<file path="src/rtl/pixfetch_pkg.sv">
// Shared types and default sizes for the pixel fetch sequencer.
package pixfetch_pkg;

  typedef enum logic [1:0] {
    IDLE  = 2'd0,
    FETCH = 2'd1,
    EMIT  = 2'd2,
    DONE  = 2'd3
  } pf_state_t;

  localparam int PIX_WIDTH = 24;
  localparam int PIX_DEPTH = 24;
  localparam int PIX_LANES = 4;

endpackage

</file>
<file path="src/rtl/lane_pack_buf.sv">
// LANES x WIDTH pixel staging buffer with per-lane valid mask.
module lane_pack_buf #(
  parameter int WIDTH = 24,
  parameter int LANES = 4,
  parameter int LW    = 2
) (
  input  logic                   clk,
  input  logic                   rst_n,
  input  logic                   clear,
  input  logic                   wr_en,
  input  logic [LW-1:0]          wr_lane,
  input  logic [WIDTH-1:0]       wr_data,
  output logic [LANES*WIDTH-1:0] data,
  output logic [LANES-1:0]       mask
);

  for (genvar gi = 0; gi < LANES; gi++) begin : g_lane
    logic [WIDTH-1:0] word;
    logic             vld;

    // Clear wins over a write so a fresh vector never inherits stale lanes.
    always_ff @(posedge clk or negedge rst_n) begin
      if (!rst_n) begin
        word <= '0;
        vld  <= 1'b0;
      end else if (clear) begin
        word <= '0;
        vld  <= 1'b0;
      end else if (wr_en && (wr_lane == LW'(gi))) begin
        word <= wr_data;
        vld  <= 1'b1;
      end
    end

    assign data[gi*WIDTH +: WIDTH] = word;
    assign mask[gi]                = vld;
  end

endmodule

</file>
<file path="src/rtl/pixel_fetch_ctrl.sv">
// Streams pixels from a combinational ROM and packs them into LANES-wide
// vectors delivered over a valid/ready handshake.
module pixel_fetch_ctrl
  import pixfetch_pkg::*;
#(
  parameter int WIDTH = PIX_WIDTH,
  parameter int DEPTH = PIX_DEPTH,
  parameter int LANES = PIX_LANES
) (
  input  logic                   clk,
  input  logic                   rst_n,
  input  logic                   start,
  input  logic [WIDTH-1:0]       base,
  input  logic [WIDTH-1:0]       count,
  output logic [WIDTH-1:0]       mem_addr,
  input  logic [WIDTH-1:0]       mem_rd,
  output logic [LANES*WIDTH-1:0] vec_data,
  output logic [LANES-1:0]       vec_mask,
  output logic                   vec_valid,
  input  logic                   vec_ready,
  output logic                   busy,
  output logic                   done,
  output logic                   err
);

  localparam int LW = (LANES > 1) ? $clog2(LANES) : 1;
  localparam logic [WIDTH-1:0] DEPTH_W   = WIDTH'(DEPTH);
  localparam logic [WIDTH-1:0] LAST_ADDR = WIDTH'(DEPTH - 1);
  localparam logic [LW-1:0]    LAST_LANE = LW'(LANES - 1);

  pf_state_t        state;
  logic [WIDTH-1:0] remaining;
  logic [LW-1:0]    lane;
  logic             buf_clear;
  logic             buf_wr;

  assign buf_wr    = (state == FETCH);
  assign buf_clear = ((state == IDLE) && start) ||
                     ((state == EMIT) && vec_ready && (remaining != '0));

  lane_pack_buf #(
    .WIDTH (WIDTH),
    .LANES (LANES),
    .LW    (LW)
  ) u_buf (
    .clk     (clk),
    .rst_n   (rst_n),
    .clear   (buf_clear),
    .wr_en   (buf_wr),
    .wr_lane (lane),
    .wr_data (mem_rd),
    .data    (vec_data),
    .mask    (vec_mask)
  );

  // mem_addr doubles as the fetch pointer, so it stays frozen outside FETCH.
  always_ff @(posedge clk or negedge rst_n) begin
    if (!rst_n) begin
      state     <= IDLE;
      mem_addr  <= '0;
      remaining <= '0;
      lane      <= '0;
      vec_valid <= 1'b0;
      busy      <= 1'b0;
      done      <= 1'b0;
      err       <= 1'b0;
    end else begin
      case (state)
        IDLE: begin
          if (start) begin
            mem_addr  <= base;
            remaining <= count;
            lane      <= '0;
            busy      <= 1'b1;
            if (base >= DEPTH_W) begin
              state <= DONE;
              done  <= 1'b1;
              err   <= 1'b1;
            end else if (count == '0) begin
              state <= DONE;
              done  <= 1'b1;
            end else begin
              state <= FETCH;
            end
          end
        end
        FETCH: begin
          mem_addr  <= (mem_addr == LAST_ADDR) ? '0 : mem_addr + WIDTH'(1);
          remaining <= remaining - WIDTH'(1);
          lane      <= lane + LW'(1);
          if ((lane == LAST_LANE) || (remaining == WIDTH'(1))) begin
            state     <= EMIT;
            vec_valid <= 1'b1;
            lane      <= '0;
          end
        end
        EMIT: begin
          if (vec_ready) begin
            vec_valid <= 1'b0;
            if (remaining == '0) begin
              state <= DONE;
              done  <= 1'b1;
            end else begin
              state <= FETCH;
            end
          end
        end
        DONE: begin
          done  <= 1'b0;
          err   <= 1'b0;
          busy  <= 1'b0;
          state <= IDLE;
        end
        default: state <= IDLE;
      endcase
    end
  end

endmodule

</file>
<file path="config.mk">
export PLATFORM = sky130hd
export DESIGN_NAME = pixel_fetch_ctrl
export DESIGN_NICKNAME = d
export VERILOG_FILES = /design/src/rtl/pixfetch_pkg.sv /design/src/rtl/lane_pack_buf.sv /design/src/rtl/pixel_fetch_ctrl.sv
export SDC_FILE = /design/constraint.sdc
export NUM_CORES = 1
export LEC_CHECK = 0
export CORE_ASPECT_RATIO = 0.7
export CORE_UTILIZATION = 45
export CTS_CLUSTER_SIZE = 30
export DETAILED_ROUTE_END_ITERATION = 10
export PLACE_DENSITY = 0.82
export SYNTH_ARGS = -nofsm -noshare
export SYNTH_HDL_FRONTEND = slang
export SYNTH_SLANG_ARGS = --single-unit
</file>
<file path="constraint.sdc">
create_clock -name clk -period 2.7 [get_ports clk]
set_input_delay 0.54 -clock clk [delete_from_list [all_inputs] [get_ports clk]]
set_output_delay 0.54 -clock clk [all_outputs]
set_load 0.02 [all_outputs]
</file>
======== Word-level counts from Yosys, hierarchy flattened ========
Cells that the tools add are included.
storage, ports and cells
  bits of input ports ..................... 76
  word-level logic and storage cells ...... 107
  output and inout port bits .............. 128
  bits in registers ....................... 156
cells by class
  magnitude comparators ................... 1
  reductions and logical operators ........ 28
  equal/unequal tests ..................... 14
  $add $sub $neg .......................... 3
  multiplexer cells ....................... 45
operators with widths
  operator                                                                 number
  24-bit 2-to-1 mux                                                        11
  24-bit one-hot mux with 2 select lines                                   2
  24-bit logical NOT                                                       2
  24-bit by 1-bit adder with 24-bit output (second input constant)         1
  24-bit by 1-bit equality test with 1-bit output (second input constant)  1
  24-bit by 5-bit equality test with 1-bit output (second input constant)  1
  24-bit by 5-bit >= comparator with 1-bit output (second input constant)  1
  24-bit nonzero test                                                      1
  24-bit by 1-bit subtractor with 24-bit output (second input constant)    1
  1-bit 2-to-1 mux                                                         18
  2-bit 2-to-1 mux                                                         8
  2-bit nonzero test                                                       7
  3-bit AND reduction                                                      3
  2-bit equality test (second input constant)                              4
  2-bit one-hot mux with 4 select lines                                    1
  1-bit logical AND                                                        7
  2-bit != test (second input constant)                                    3
  1-bit one-hot mux with 2 select lines                                    3
  5-bit AND reduction                                                      1
  2-bit by 1-bit equality test with 1-bit output (second input constant)   2
  2-bit logical NOT                                                        2
  2-bit by 1-bit != test with 1-bit output (second input constant)         2
  2-bit one-hot mux with 2 select lines                                    1
  2-bit AND reduction                                                      2
  5 further kinds                                                          6

======== Longest topological paths before layout ========
Gate-level depths: netlist of the first run.
  word-level depth ........................ 5
  depth in mapped cells ................... 7
  mapped depth without buffers ............ 6

======== By module ========
From an unflattened synthesis of the first run, not the netlist that was laid out.
second synthesis, totals
  cell total of the unflattened synthesis .. 761
  area, all modules ....................... 7877.6 um2
by module, submodules not included
  module            times used  cells each  area an instance (um2)
  lane_pack_buf     1           358         4443.0
  pixel_fetch_ctrl  1           403         3434.5

======== Least setup slack after synthesis of the first run ========
Ideal clock, no wire load.
  path kind ............................... reg2reg
  start point ............................. register remaining[8]
  end point ............................... register remaining[16]
  data arrival time ....................... 2104 ps
  clock period less this slack ............ 2232 ps
  cell stages (with the launch flop) ...... 7
  slack ................................... 468 ps
  path through ............................ dfrtp_1 -> or4_1 -> buf_2 -> or4_4 -> or4_4 -> nand3_1 -> o211ai_2
on the way
  longest elaborated chain between the ends .. 2
ends and longest elaborated chain
  item                                           line                    source
  from (decl)                                    pixel_fetch_ctrl.sv:32  logic [WIDTH-1:0] remaining;
  from (signal assigned)                         pixel_fetch_ctrl.sv:72  remaining <= count;
  from (signal assigned)                         pixel_fetch_ctrl.sv:89  remaining <= remaining - WIDTH'(1);
  24-bit by 1-bit subtractor with 24-bit output  pixel_fetch_ctrl.sv:89
  24-bit one-hot mux with 2 select lines         pixel_fetch_ctrl.sv:68  case (state)
Every way passes these cells.
A chain may end at the register's enable or synchronous reset.

======== Worst setup path after layout of the first run ========
  start point ............................. register remaining[8]
  end point ............................... register u_buf.g_lane[2].word[2]
on the way
  longest elaborated chain between the ends .. 4
  elaborated cells on any way between the ends .. 5
  classes of those cells .................. mux (1); reduce/logical (4)
ends and longest elaborated chain
  item                                                     line                    source
  24-bit nonzero test (*)                                  pixel_fetch_ctrl.sv:39  ((state == EMIT) && vec_ready && (remaining != '0));
  1-bit logical AND (*)                                    pixel_fetch_ctrl.sv:39
  1-bit logical OR (*)                                     pixel_fetch_ctrl.sv:38  assign buf_clear = ((state == IDLE) && start) ||
  24-bit 2-to-1 mux or 2-bit nonzero test (tied branches)  n/a
  to (signal assigned)                                     lane_pack_buf.sv:30     word <= wr_data;
  to (decl)                                                lane_pack_buf.sv:18     logic [WIDTH-1:0] word;
Every way passes the cells marked *; elsewhere a longest branch is shown, timed or not.

==> reports/metrics.cfg, run 1 <==
[finish]
areaGrowthSynthToFinish_pct=36.6
antennaDiodeCount=0
fin_nets=1109
fin_area_mm2=0.0107
layout-drive-gt1-share=0.166

[route]
totalWireLength_mm=24.0
wire_per_inst_um=19.0
drt_drc_violations_left=0
drtIter0Drc=665
avgViaCountPerCell=5.69
detail-route-antenna-nets=0
num_vias=7194
drtPass1Iterations=5

[power]
ir_drop_v=0.000724
internal_power_w=0.00738
leakage_nw=4.20
power_frac_seq=0.324
sw_frac_of_total=0.434
switchingPower_w=0.00566
p_comb_frac=0.493
p_per_area_mw_per_mm2=1220
clockPowerShare=0.183

[clock_tree]
ctsHoldBuffers=0
cts_tree=yes
htree_levels=4
post_cts_buffers=0
clock-sinks=156
clkTransAtPathRegs_ns=0.07
clockBufferDepth=2
cts_root_buf=clkbuf_16
cts_buffers=17
clock_latency_ns=0.42
cts_resized=0

[critical_path]
critPathKind=flop to flop
worstRegToRegCells=6
startpoint=remaining[8]
crit_arrival_ns=2.97
crit_family=simple AND/OR/NAND/NOR gates
path_buf_inv=1
critical_path_depth=6
reg2reg_setup_slack_ns=0.06
cp-endpoint=u_buf.g_lane[2].word[2]
worstSetupStartpointType=flop
endpoint_kind=flop
rr_startpoint=remaining[8]
cp_cell_sequence=or4_1 > nand4b_4 > o311ai_4 > a21oi_4 > buf_12 > a21oi_2
crit_path_max_incr_delay_ns=0.69
cp_max_fo=100
crit_slowest_cell=or4_1
required_ns=3.04
r2r-end=u_buf.g_lane[2].word[2]

[synth]
synth_adder_area_share=0.0112
synth_top_area_share=0.500
synth_ff_type=dfrtp_1
ys_seq_area_frac=0.500
synth_compound_area_frac=0.218
async_flop_share=1.00
synth_top_family_by_area=simple AND/OR/NAND/NOR gates
synthTopCellsByArea=dfrtp_1 50%, nand2_1 12%, a21oi_2 11%
yosys.area_share.simple=0.221
ys_types=53
synth_seq_cells=156
syn_avg_cell_area_um2=9.39
yosysMostFrequentCell=nand2_1
synth-edff-count=0
synthMuxAreaShare=0.00256
synth.net_count=915
synthTopCellsByCount=241 x nand2_1, 156 x dfrtp_1, 96 x a21oi_2
syn_area_mm2=0.00781
synthCells=832
yosysTopAreaCell=dfrtp_1
synth_warnings=0
synth_xor_area_frac=0.00112

[die]
core-area_mm2=0.0166
dieArea_mm2=0.0179
fp.dieH_um=112
ios=204
placementRows=39
die_width_um=159
initial_core_util=0.469

[run_status]
status=finished, final reports clean

[timing]
drv_slew=0
fmax_mhz=379
finalSetupViolations=0
rsz0062_at_grt=false
tightest_slew_ns=0.929
finalHoldViolations=0
fin_crit_ns=2.64
slew_headroom=0.381
fin_setup_tns_ns=0
fin_crit_sh=0.977
fin_worst_skew_ns=0.0125

[grt]
overflow=0
grt_first_pass_wirelength_mm=39.0
grt_max_degree=101
grt_util_all_layers=0.278
antenna_found_initial=0
first_global_vias=7128

[place]
dp_hpwl_mm=16.8
io_buffers=203
place.gp.congestion=0.976
placed_cell_area_mm2=0.0101

[job]
drv_cap=0

[worst_hold_path]
hold_class=primary input to async pin

## power by group through the flow
stage	clock [W]	sequential, W	combinational [W]
after CTS	0.00243	0.00421	0.00643
after detailed placement	0	0.00422	0.00641
after global routing	0.00253	0.00437	0.00691
final	0.00239	0.00423	0.00643
after global placement	0	0.00421	0.00626
after floorplan	0	0.00495	0.00294
## flip-flops by register name (all words and copies together), names as in the netlist
register and cells:
state 2, lane 2, remaining 24, u_buf.g_lane.vld 4, busy 1, u_buf.g_lane.word 96
vec_valid 1, mem_addr 24, done 1, err 1
## metrics by stage
stage           util  hold slack, ns  std cells  setup slack, ns  total power (W)
2_1_floorplan      -           0.244        832            0.468          0.00789
3_3_place_gp   0.606           0.494       1232            0.213           0.0105
3_5_place_dp   0.606           0.495       1232            0.160           0.0106
4_1_cts        0.641           0.170       1264            0.136           0.0131
5_1_grt        0.641           0.211       1264           0.0339           0.0138
6_report       0.641           0.142       1264           0.0608           0.0130
## how the worst min path moves through the flow
stage                        startpoint                       end  slack, ns  cells after the start
floorplan                         rst_n                      busy       0.24                      0
global placement    u_buf.g_lane[1].vld       u_buf.g_lane[1].vld       0.49                      2
detailed placement  u_buf.g_lane[2].vld       u_buf.g_lane[2].vld       0.49                      2
CTS                               rst_n  u_buf.g_lane[1].word[10]       0.17                      1
global route                      rst_n   u_buf.g_lane[1].word[8]       0.21                      1
finish                            rst_n   u_buf.g_lane[1].word[5]       0.14                      1
## logic make-up (layout without fill, tap and decap cells)
logic type / Yosys count / in the layout
compound gates: 213 / 213
xor+xnor: 1 / 1
fa+ha+maj: 7 / 7
buf+inv: 71 / 278
flops: 156 / 156
mux: 2 / 2
simple gates: 382 / 382
## worst register-to-register path, stage by stage, from the launching register on
cell      delay (ns)
dfrtp_1         0.45
or4_1           0.69
nand4b_4        0.30
o311ai_4        0.42
a21oi_4         0.10
buf_12          0.27
a21oi_2         0.32
## metal layers
layer  up-vias  GRT usage  wire length [um]
met4         0     0.0827               352
met5         -          0                 0
met2       325      0.405             10600
met1      3516      0.414             11200
li1       3328          -                 -
met3        25     0.0606              1860
## layout make-up
type	count	area [um2]
clock buffer	18	439
clock inverter	14	149
tap	225	282
sequential	156	3900
inverter	16	60.1
fill	1384	5970
timing repair buffer	230	2290
multi-input combinational	605	3550
## placed cells by master (no fill, tap or decap), drive strengths merged, types with 3 or more instances in the layout
cell and count:
buf 28, nor3 24, a221o 14, o22ai 8, ha 7, a31oi 4
a22oi 6, clkbuf 18, and4 3, and2 4, nand2 241, nor2 36
nor4 22, o311ai 8, clkinv 3, nand4 9, or4 8, o21ai 22
a211o 3, a311oi 6, a21o 7, clkdlybuf4s50 202, nand3 23, or3 3
dfrtp 156, o211ai 10, a21oi 115, inv 24
Power figures use the tool's default switching activity.
==> run 2, diff against run 1 <==
CTS_CLUSTER_DIAMETER = 50   (was unset)
==> results of run 2 <==
The final DEF is identical to that of run 1; final timing and power are the same.
==> run 3, diff against run 2 <==
CTS_CLUSTER_SIZE = 40   (was 30)
==> results of run 3 <==
The final DEF is identical to that of run 1; final timing and power are the same.
==> variant, RTL diff (flow settings as in run 1) <==
`PIX_LANES`: 4 -> 2.
--- a/src/rtl/pixfetch_pkg.sv
+++ b/src/rtl/pixfetch_pkg.sv
@@ -11,5 +11,5 @@
   localparam int PIX_WIDTH = 24;
   localparam int PIX_DEPTH = 24;
-  localparam int PIX_LANES = 4;
+  localparam int PIX_LANES = 2;
 
 endpackage
Ports: changed (resized vec_data and vec_mask); port bits go from 204 to 154. The function was not compared with the original's and may differ.
==> variant against run 1 <==
  * Setup slack improved by 0.13 ns
  * Area after synthesis decreased by 31%
  * Sequential share of layout area shrank 1.3 points
  * Power decreased by 38%
  * Global-route usage increased by 1.7 points
  * Routed wire length down 26%
  * Sequential cell count down 51
  * Final area is 30% lower
  * Synthesized cell count is 26% lower
==> variant: results <==
[status]
status = "complete, no violations"

[final_layout]
final_nets = 842
fillCellCount = 911
reg_top3 = "u_buf.g_lane.word: 48 flops, mem_addr: 24 flops, remaining: 24 flops"

[pwr]
peakVddDrop_mv = 0.4980
leakage_nw = 2.943

[global_routing]
first_global_vias = 5484
grtUsageTotal_pct = 29.55
use_met2_pct = 45.53
use_met1_pct = 40.44
grt_use_met3_pct = 7.317

[place]
dp_hpwl_um = 13050
dpl-instance-area_um2 = 7161
pre_cts_ws_ns = 0.2874
port_buffers = 153

[synth]
synthTopCellsByArea = "dfrtp_1, nand2_1, a21oi_1, nor4_1, clkbuf_1"
yosysSeqAreaShare_pct = 48.94
synthDistinctLibCells = 56

[drt]
drtIter0Drc = 626
drt_wl_total_um = 17630
vias = 5593

[timing]
fin_skew_ns = 0.008077

[clock_tree]
cts_buffers = 9
clkLatencyLatePin_ns = 0.35

[worst_setup_path]
cp_data_arrival_time_ns = 2.80
-- variant: routing by layer --
metal | wire [um] | up-vias | share of wire (%)
met5 | 0 | - | 0
met4 | 465 | 0 | 2.6
met3 | 1583 | 43 | 9.0
met2 | 8121 | 304 | 46
met1 | 7459 | 2714 | 42
li1 | - | 2532 | -
-- variant: path summary, 6_finish.rpt --
kind,cells after the start,startpoint,to,slack (ns)
max in group asynchronous,2,rst_n,remaining[15]$_DFFE_PN0P_,1.89
setup reg to reg,5,remaining[18]$_DFFE_PN0P_,remaining[23]$_DFFE_PN0P_,0.19
hold / removal,1,rst_n,mem_addr[9]$_DFFE_PN0P_,0.06
hold reg to reg,2,err$_DFFE_PN0P_,err$_DFFE_PN0P_,0.50
min in group clk,2,err$_DFFE_PN0P_,err$_DFFE_PN0P_,0.50
setup / recovery,5,remaining[18]$_DFFE_PN0P_,remaining[23]$_DFFE_PN0P_,0.19
-- variant: logic make-up after synthesis --
group / synth area share [%]
compound gates: 19.60
buf+inv: 3.938
simple gates: 25.77
fa+ha+maj: 0.6992
xor+xnor: 0.4895
flops: 48.94
mux: 0.5593
-- variant: cell type report --
class | instances | share of cell area, %
repair buffers | 176 | 23.52
multi-input cells | 460 | 34.22
inverters | 11 | 0.5543
flip-flops and latches | 105 | 35.28
clock inverters | 7 | 0.8399
well taps | 153 | 2.570
clock buffers | 9 | 3.024
-- variant: report_power, final --
group	internal [mW]	switching [mW]
Clock	0.644	0.634
Sequential	2.19	0.747
Combinational	1.75	2.17
Total	4.59	3.56
-- variant: critical path, cell delays in order (launching register included) --
cell     delay [ns]
dfrtp_1        0.42
nor4_1         0.64
nand2_1        0.27
or4_1          0.60
or4_1          0.43
nand3_1        0.09
